$ cat config.mk
export PLATFORM = sky130hd
export DESIGN_NAME = icache_dm_flat
export DESIGN_NICKNAME = d
export VERILOG_FILES = /design/src/rtl/icache_dm_if.sv /design/src/rtl/icache_dm.sv /design/src/flat_wrapper.sv
export SDC_FILE = /design/constraint.sdc
export NUM_CORES = 1
export LEC_CHECK = 0
export CAP_MARGIN = 20
export CORE_MARGIN = 2
export CORE_UTILIZATION = 65
export DETAILED_ROUTE_END_ITERATION = 6
export PLACE_DENSITY = 0.92
export SYNTH_ARGS = -nofsm -noshare
export SYNTH_HDL_FRONTEND = slang
export SYNTH_SLANG_ARGS = --single-unit
$ cat constraint.sdc
create_clock -name CLK -period 10.4 [get_ports CLK]
set_input_delay 1.04 -clock CLK [delete_from_list [all_inputs] [get_ports CLK]]
set_output_delay 1.04 -clock CLK [all_outputs]
set_load 0.02 [all_outputs]
$ cat src/rtl/icache_dm_if.sv
// Fetch-side (datapath <-> cache) and fill-side (cache <-> memory controller) signal bundle.
// The datapath drives dp_master and the memory controller drives mem_slave; the cache takes dp_slave and mem_master.
interface icache_dm_if;
  logic        imemREN;
  logic [31:0] imemaddr;
  logic        flush;
  logic        ihit;
  logic [31:0] imemload;

  logic        iREN;
  logic [31:0] iaddr;
  logic        iwait;
  logic [31:0] iload;

  modport dp_master  (output imemREN, imemaddr, flush, input  ihit, imemload);
  modport dp_slave   (input  imemREN, imemaddr, flush, output ihit, imemload);
  modport mem_master (output iREN, iaddr, input  iwait, iload);
  modport mem_slave  (input  iREN, iaddr, output iwait, iload);
endinterface

$ cat src/rtl/icache_dm.sv
// Direct-mapped one-word-per-frame I-cache: zero-cycle hit, miss costs the iwait cycles plus 2.
// Fetch side stalls on ihit=0 for the whole fill; define ICACHE_STATS_EN to add hit/miss counters.
module icache_dm #(
  parameter int NSETS = 16
) (
  input  logic            CLK,
  input  logic            nRST,
  icache_dm_if.dp_slave   dp,
  icache_dm_if.mem_master mem
`ifdef ICACHE_STATS_EN
  ,
  output logic [31:0]     hit_count,
  output logic [31:0]     miss_count
`endif
);

  localparam int IDX_W = $clog2(NSETS);
  localparam int TAG_W = 30 - IDX_W;

  typedef enum logic {IDLE, FILL} state_t;

  state_t             state;
  logic [NSETS-1:0]   valid;
  logic [TAG_W-1:0]   tags [NSETS];
  logic [31:0]        data [NSETS];
  logic [29:0]        missaddr;
  logic               iren_r;
  logic [31:0]        iaddr_r;

  logic [IDX_W-1:0]   req_idx;
  logic [TAG_W-1:0]   req_tag;
  logic [IDX_W-1:0]   fill_idx;
  logic [TAG_W-1:0]   fill_tag;
  logic               hit;
  logic               start_miss;
  logic               fill_done;
  logic               unused_byte_bits;

  assign req_idx          = dp.imemaddr[IDX_W+1:2];
  assign req_tag          = dp.imemaddr[31:IDX_W+2];
  assign fill_idx         = missaddr[IDX_W-1:0];
  assign fill_tag         = missaddr[29:IDX_W];
  assign unused_byte_bits = ^dp.imemaddr[1:0];

  // Hits are only served from IDLE; a pending flush masks them.
  assign hit        = (state == IDLE) && dp.imemREN && !dp.flush &&
                      valid[req_idx] && (tags[req_idx] == req_tag);
  assign start_miss = (state == IDLE) && dp.imemREN && !hit && !dp.flush;
  assign fill_done  = (state == FILL) && !mem.iwait && !dp.flush;

  assign dp.ihit     = hit;
  assign dp.imemload = hit ? data[req_idx] : 32'h0;
  assign mem.iREN    = iren_r;
  assign mem.iaddr   = iaddr_r;

  always_ff @(posedge CLK, negedge nRST) begin
    if (!nRST) begin
      state    <= IDLE;
      valid    <= '0;
      missaddr <= '0;
      iren_r   <= 1'b0;
      iaddr_r  <= 32'h0;
    end else if (dp.flush) begin
      state    <= IDLE;
      valid    <= '0;
      iren_r   <= 1'b0;
      iaddr_r  <= 32'h0;
    end else begin
      case (state)
        IDLE: begin
          if (start_miss) begin
            missaddr <= dp.imemaddr[31:2];
            iren_r   <= 1'b1;
            iaddr_r  <= {dp.imemaddr[31:2], 2'b00};
            state    <= FILL;
          end
        end
        FILL: begin
          // The miss address is latched, so redirects during the fill are ignored.
          if (!mem.iwait) begin
            valid[fill_idx] <= 1'b1;
            iren_r          <= 1'b0;
            iaddr_r         <= 32'h0;
            state           <= IDLE;
          end
        end
        default: state <= IDLE;
      endcase
    end
  end

  always_ff @(posedge CLK) begin
    if (fill_done) begin
      tags[fill_idx] <= fill_tag;
      data[fill_idx] <= mem.iload;
    end
  end

`ifdef ICACHE_STATS_EN
  always_ff @(posedge CLK, negedge nRST) begin
    if (!nRST) begin
      hit_count  <= 32'h0;
      miss_count <= 32'h0;
    end else begin
      if (hit)        hit_count  <= hit_count + 32'd1;
      if (start_miss) miss_count <= miss_count + 32'd1;
    end
  end
`endif

endmodule

$ cat src/flat_wrapper.sv
// flat-port wrapper written by rule: the top's interface ports become plain ports
module icache_dm_flat 
#(
  parameter int NSETS = 16
)
  (CLK, nRST, dp_imemREN, dp_imemaddr, dp_flush, dp_ihit, dp_imemload, mem_iREN, mem_iaddr, mem_iwait, mem_iload);
  icache_dm_if dp_i ();
  icache_dm_if mem_i ();
  input  logic CLK;
  input  logic nRST;
  input wire logic [$bits(dp_i.imemREN)-1:0] dp_imemREN;
  input wire logic [$bits(dp_i.imemaddr)-1:0] dp_imemaddr;
  input wire logic [$bits(dp_i.flush)-1:0] dp_flush;
  output wire logic [$bits(dp_i.ihit)-1:0] dp_ihit;
  output wire logic [$bits(dp_i.imemload)-1:0] dp_imemload;
  output wire logic [$bits(mem_i.iREN)-1:0] mem_iREN;
  output wire logic [$bits(mem_i.iaddr)-1:0] mem_iaddr;
  input wire logic [$bits(mem_i.iwait)-1:0] mem_iwait;
  input wire logic [$bits(mem_i.iload)-1:0] mem_iload;
  assign dp_i.imemREN = dp_imemREN;
  assign dp_i.imemaddr = dp_imemaddr;
  assign dp_i.flush = dp_flush;
  assign dp_ihit = dp_i.ihit;
  assign dp_imemload = dp_i.imemload;
  assign mem_iREN = mem_i.iREN;
  assign mem_iaddr = mem_i.iaddr;
  assign mem_i.iwait = mem_iwait;
  assign mem_i.iload = mem_iload;
  icache_dm #(.NSETS(NSETS)) u_core (.CLK(CLK), .nRST(nRST), .dp(dp_i), .mem(mem_i));
endmodule
# Word level (Yosys, flattened, before mapping)
# Memory sizes are Yosys's and may differ from the RTL's.
# Cells that the tools add are included.
# word_totals
elab_cells	55
mem_bits_ro	0
memories	2
latch_bits	0
mem_bits_rw	928
regBits	80
input_bits	69
out_inout_bits	66
# mem_list
name	words	width	read_ports	rd_clocked_by_memory_dff	write_ports	line	source
u_core.data	16	32	1	0	1	icache_dm.sv:25	logic [31:0] data [NSETS];
u_core.tags	16	26	1	0	1	icache_dm.sv:24	logic [TAG_W-1:0] tags [NSETS];
# op_classes
n_mux	22
reduce_logical	16
n_shift	0
n_mul	0
add_sub_neg	0
order_cmp	3
bitwise	3
n_div	0
n_eq_ne	4
# ops
op	n
$mux W32	4
$pmux W32 S2	1
$mux W16	3
$eq A26 B26 Y1	1
$or A16 B16 Y16	1
$lt A4 B5 Y1 const B	2
$mux W1	10
$logic_and A1 B1 Y1	9
$bmux W1 S4	1
$demux W1 S4	1
$ge A4 B1 Y1 const B	1
$pmux W1 S2	2
$reduce_and A2 Y1	2
$logic_not A1 Y1	3
$ne A3 B2 Y1 const B	1
$ne A3 B3 Y1 const B	1
$reduce_and A3 Y1	1
$ne A2 B2 Y1 const B	1
$not A1 Y1	2
$reduce_bool A2 Y1	1

# Longest topological paths before layout
# depth
depth_word	11
mapped_depth	14
depth_no_buf	8

# Worst setup path after synthesis
# Ideal clock, no wire load.
# synth_path
kind	in2reg
startpoint	input dp_flush
endpoint	memory u_core.data[0][0], enable pin
setup_ns	0.548
path_stages	5
slack_ns	4.039
n_path_buf	1
t_arrival_ns	5.814
t_required_ns	9.852
path_cell_list	clkbuf_1 -> nor2_1 -> nand2_1 -> or3_1 -> nor3_1
# synth_between
elab_chain_cells	4
# synth_lines
element	line	source
from (decl)	flat_wrapper.sv:13	input wire logic [$bits(dp_i.flush)-1:0] dp_flush;
$logic_not A1 Y1	icache_dm.sv:49	assign fill_done = (state == FILL) && !mem.iwait && !dp.flush;
$logic_and A1 B1 Y1	icache_dm.sv:49	
$mux W1	icache_dm.sv:93	if (fill_done) begin
$mux W1 (implied by the code)	icache_dm.sv:95	data[fill_idx] <= mem.iload;
to (decl)	icache_dm.sv:25	
# Every way passes these cells.

# Final worst setup path
# layout_path
startpoint	input dp_imemaddr[5]
endpoint	output dp_imemload[0]
# layout_between
elab_chain_cells	5
elab_cells_between_ends	8
# layout_lines
element	line	source
from (decl)	flat_wrapper.sv:12	input wire logic [$bits(dp_i.imemaddr)-1:0] dp_imemaddr;
parallel branches: the longest is 4 deep, another holds $mem_v2 Z16 W26	n/a	
$mux W32 (*)	icache_dm.sv:52	assign dp.imemload = hit ? data[req_idx] : 32'h0;
to (decl)	flat_wrapper.sv:15	output wire logic [$bits(dp_i.imemload)-1:0] dp_imemload;
# Mark *: on every way between the ends. The select of a mux whose other input is x is not followed.

==> parameters.txt <==
Parameter                              Value

Run status
  Outcome ... completed

Yosys
  Fraction of registers with async set or reset after synthesis ... 7.753%
  Biggest area contributors in the synthesized netlist ... sky130_fd_sc_hd__edfxtp_1, sky130_fd_sc_hd__mux4_2, sky130_fd_sc_hd__dfrtp_1
  Post-synthesis cell type with the largest combined area ... sky130_fd_sc_hd__edfxtp_1
  Area share of the leading cell type in the synthesized netlist ... 71.33%
  Number of distinct library cells after synthesis ... 61
  Fraction of the yosys area taken by sequential cells ... 76.32%
  Top cell types by occurrence after synthesis ... sky130_fd_sc_hd__edfxtp_1, sky130_fd_sc_hd__mux4_2, sky130_fd_sc_hd__dfrtp_1
  Count of flip-flops with a built-in enable after synthesis ... 928
  Per-instance average area after synthesis ... 22.26 µm²
  Top-count cell post-synth ... sky130_fd_sc_hd__edfxtp_1
  Synthesized cell area ... ~39,000 µm²
  Dominant register cell in the synthesized netlist ... sky130_fd_sc_hd__edfxtp_1
  Cells after Synth ... 1,755
  Seq cells post-synth ... about 1,000
  Total number of yosys warnings ... 0

Global route
  Maximum number of pins on one net before global-route repair ... 90
  Via count of the first global-routing pass ... 21,100
  Number of antenna violations at the first check in global routing ... 10
  Wire length of the first global-routing pass ... 150,500 µm
  Remaining Overflow, GRT ... 0
  Aggregate global-route resource usage ... 34.35%

Detailed routing
  Count of routing violations after the opening detailed-route iteration ... about 3,500
  Vias after detailed routing ... 20,670
  DRC Markers ... 0
  Routed length per placed instance ... 37.67 µm
  Average vias per placed instance ... 7.396
  Initial DRT Pass Iterations ... 5
  Final routed wirelength across all metal layers ... about 110,000 µm
  Antenna viol nets, final ... 0

Critical path
  Max stage delay cell, worst path ... sky130_fd_sc_hd__nor2_1
  Required time of the critical path ... 9.36 ns
  Sequence of cells on the critical path ... clkdlybuf4s50_1 > buf_4 > clkinv_2 > nor2_1 > a221oi_1 > xnor2_1 > or4b_1 > nor3_2 > nand4_2 > buf_4 > nor2b_1 > clkdlybuf4s50_1
  Depth of the worst register-to-register path ... 10
  Setup Crit Path Kind ... input port to primary output
  Critical Path Fanout Max ... 35
  Crit-path max cell delay ... a little over 0.8 ns
  Source of the worst register-to-register timing path ... u_core.tags[11][25]$_DFFE_PP_
  Endpoint of the worst register-to-register path ... u_core.missaddr[2]$_DFFE_PN0P_
  Sort of element at the start of the critical path ... input port
  Critical Path Sink Type ... primary output
  Register-to-register setup slack ... around 6.2 ns
  Arrival time reported for the critical path endpoint ... 6.23 ns

Timing
  Clock period minus worst slack ... 7.274 ns
  Clock Skew ... between 0.02 and 0.03 ns
  Unrepaired setup endpoints after global routing ... false
  Measured slew at the worst slew-check pin ... 1.114 ns
  Count of pins over their slew limit ... 0
  Worst slew slack as a fraction of its limit ... 25.74%
  Final hold viol count ... 0
  Maximum achievable frequency ... ~140 MHz
  Post-route clock period utilization ... 69.94%
  Endpoints failing setup ... 0
  Total negative slack for setup checks ... 0 ns

Power
  Power Dens Cells ... just under 200 nW/µm²
  Total Power Consumption ... 0.008852 W
  Peak ir drop on the vdd network ... 0.2335 mV
  Total leakage power ... 14.48 nW

Final layout
  Post-Layout Inst Area ... 44,580 µm²
  Non-filler instance count after layout ... ~2,800
  Share of final-layout standard cells stronger than drive strength 1 ... 26.66%
  Fill cells ... 2,855
  P&R area growth vs syn ... 14.10%
  Layout Nets ... 2,005
  Post-layout utilization of the core ... 75.25%

Clock network
  Number of hold buffers added after CTS ... 0
  Post-cts gate resize count ... 0
  Post-CTS setup buffers ... 0
  TritonCTS sink count ... a little over 1,000
  Worst-skew pair later-pin latency ... 0.68 ns
  CTS Root Cell ... sky130_fd_sc_hd__clkbuf_16
  Deepest clock path buffer count ... 3
  TritonCTS clock tree ... built
  Total clock buffers created by CTS ... 96
  # H-tree levels ... 3
  Clock edge transition at the registers on the reported setup and hold paths ... 0.06 ns

Placed design
  Area after DPL ... 41,250 µm²
  IO buf count ... 130
  RD Place Congestion ... 0.8322
  HPWL after DPL ... around 50,000 µm
  Count of placed standard cells including taps ... about 2,600

Die
  Starting density of the core ... 65.95%
  Die area ... 62,090 µm²
  Die extent in x ... 249.2 µm
  Die Y-Extent ... 249.2 µm
  Total core area ... 59,240 µm²
  Number of cell rows ... 89
  Ports placed on the boundary ... 135

Worst hold path
  Path type of the worst min-delay path ... input port to asynchronous set/reset pin

Flow run
  Maximum Capacitance Violations ... 0
[through the flow]
stage	worst slack [ns]	hold slack (ns)
6_report	3.126	0.3862
5_1_grt	2.942	0.4130
4_1_cts	3.163	0.3863
3_5_place_dp	3.266	0.4733
3_3_place_gp	3.425	0.4685
2_1_floorplan	4.039	0.4608
[worst max-delay path, delay by kind of cell]
family | cells | cell delay, ns
AO/OA/AOI/OAI | 1 | 0.26
XOR/XNOR | 1 | 0.31
buffers and inverters | 5 | 2.61
AND/OR/NAND/NOR | 5 | 1.90
[area by class of cell]
cell class | instances | area [µm²] | area share (%)
Antenna cell | 4 | 10.01 | 0.02245
Clock buffer | 112 | 2545 | 5.709
Clock inverter | 68 | 689.4 | 1.547
Inverter | 32 | 121.4 | 0.2723
Multi-Input combinational cell | 630 | 8761 | 19.65
Sequential cell | 1006 | 29820 | 66.89
Tap cell | 773 | 967.2 | 2.170
Timing Repair Buffer | 170 | 1665 | 3.736
[power by group]
part,internal [W],switching (W)
clock network,0.00206,0.00158
registers,0.00458,0.000131
logic,0.000225,0.000280
[cells by family after synthesis]
| family | Yosys count | synth area share, % |
|---|---|---|
| AO/OA/AOI/OAI | 72 | 1.460 |
| AND/OR/NAND/NOR | 188 | 2.418 |
| other | 1 | 0.009598 |
| multiplexers | 345 | 17.69 |
| XOR/XNOR | 23 | 0.5156 |
| flip-flops | 1006 | 76.32 |
| buffers and inverters | 120 | 1.585 |
[layout by cell type (no fill, tap or decap), types with 5 or more instances in the layout]
master	count
sky130_fd_sc_hd__clkinv_1	17
sky130_fd_sc_hd__nand2_1	45
sky130_fd_sc_hd__mux4_2	264
sky130_fd_sc_hd__o21ai_0	6
sky130_fd_sc_hd__clkinv_2	30
sky130_fd_sc_hd__bufinv_16	12
sky130_fd_sc_hd__clkbuf_8	5
sky130_fd_sc_hd__mux2i_1	41
sky130_fd_sc_hd__xnor2_1	23
sky130_fd_sc_hd__nor2b_2	7
sky130_fd_sc_hd__dfrtp_1	78
sky130_fd_sc_hd__clkbuf_16	98
sky130_fd_sc_hd__mux2_4	28
sky130_fd_sc_hd__a211oi_1	5
sky130_fd_sc_hd__inv_1	30
sky130_fd_sc_hd__nor2b_1	27
sky130_fd_sc_hd__buf_4	39
sky130_fd_sc_hd__o22ai_1	9
sky130_fd_sc_hd__clkdlybuf4s50_1	126
sky130_fd_sc_hd__nand3_1	8
sky130_fd_sc_hd__nor2_1	51
sky130_fd_sc_hd__edfxtp_1	928
sky130_fd_sc_hd__clkinvlp_4	5
sky130_fd_sc_hd__mux2_2	12
sky130_fd_sc_hd__nor2_4	12
sky130_fd_sc_hd__nand2b_1	8
sky130_fd_sc_hd__nor3_2	5
sky130_fd_sc_hd__clkbuf_1	10
sky130_fd_sc_hd__a22o_1	9
sky130_fd_sc_hd__a221oi_1	9
[routing by layer]
metal	GRT usage, %	up-vias	wire, µm
met4	16.66	10	5619
met3	6.176	392	11290
met2	57.01	1918	53360
li1	-	7644	-
met1	44.84	10710	34950
met5	0	-	67
[how the worst max path moves through the flow]
stage	from	endpoint	slack, ns	cells past startpoint
floorplan	dp_flush	u_core.data[0][0]$_DFFE_PP_	4.04	5
global placement	dp_imemaddr[5]	dp_imemload[31]	3.43	12
detailed placement	dp_imemaddr[5]	dp_imemload[0]	3.27	12
CTS	dp_imemaddr[5]	dp_imemload[0]	3.16	12
global route	dp_imemaddr[5]	dp_imemload[0]	2.94	12
finish	dp_imemaddr[5]	dp_imemload[0]	3.13	12
[flip-flops by register name, summed over array words and instances, names as in the netlist]
| name | cells |
|---|---|
| u_core.mem.iREN | 1 |
| u_core.tags | 416 |
| u_core.data | 512 |
| u_core.valid | 16 |
| u_core.state | 1 |
| u_core.missaddr | 30 |
| u_core.mem.iaddr | 30 |
Note: power is estimated with default switching activity, not from simulation.
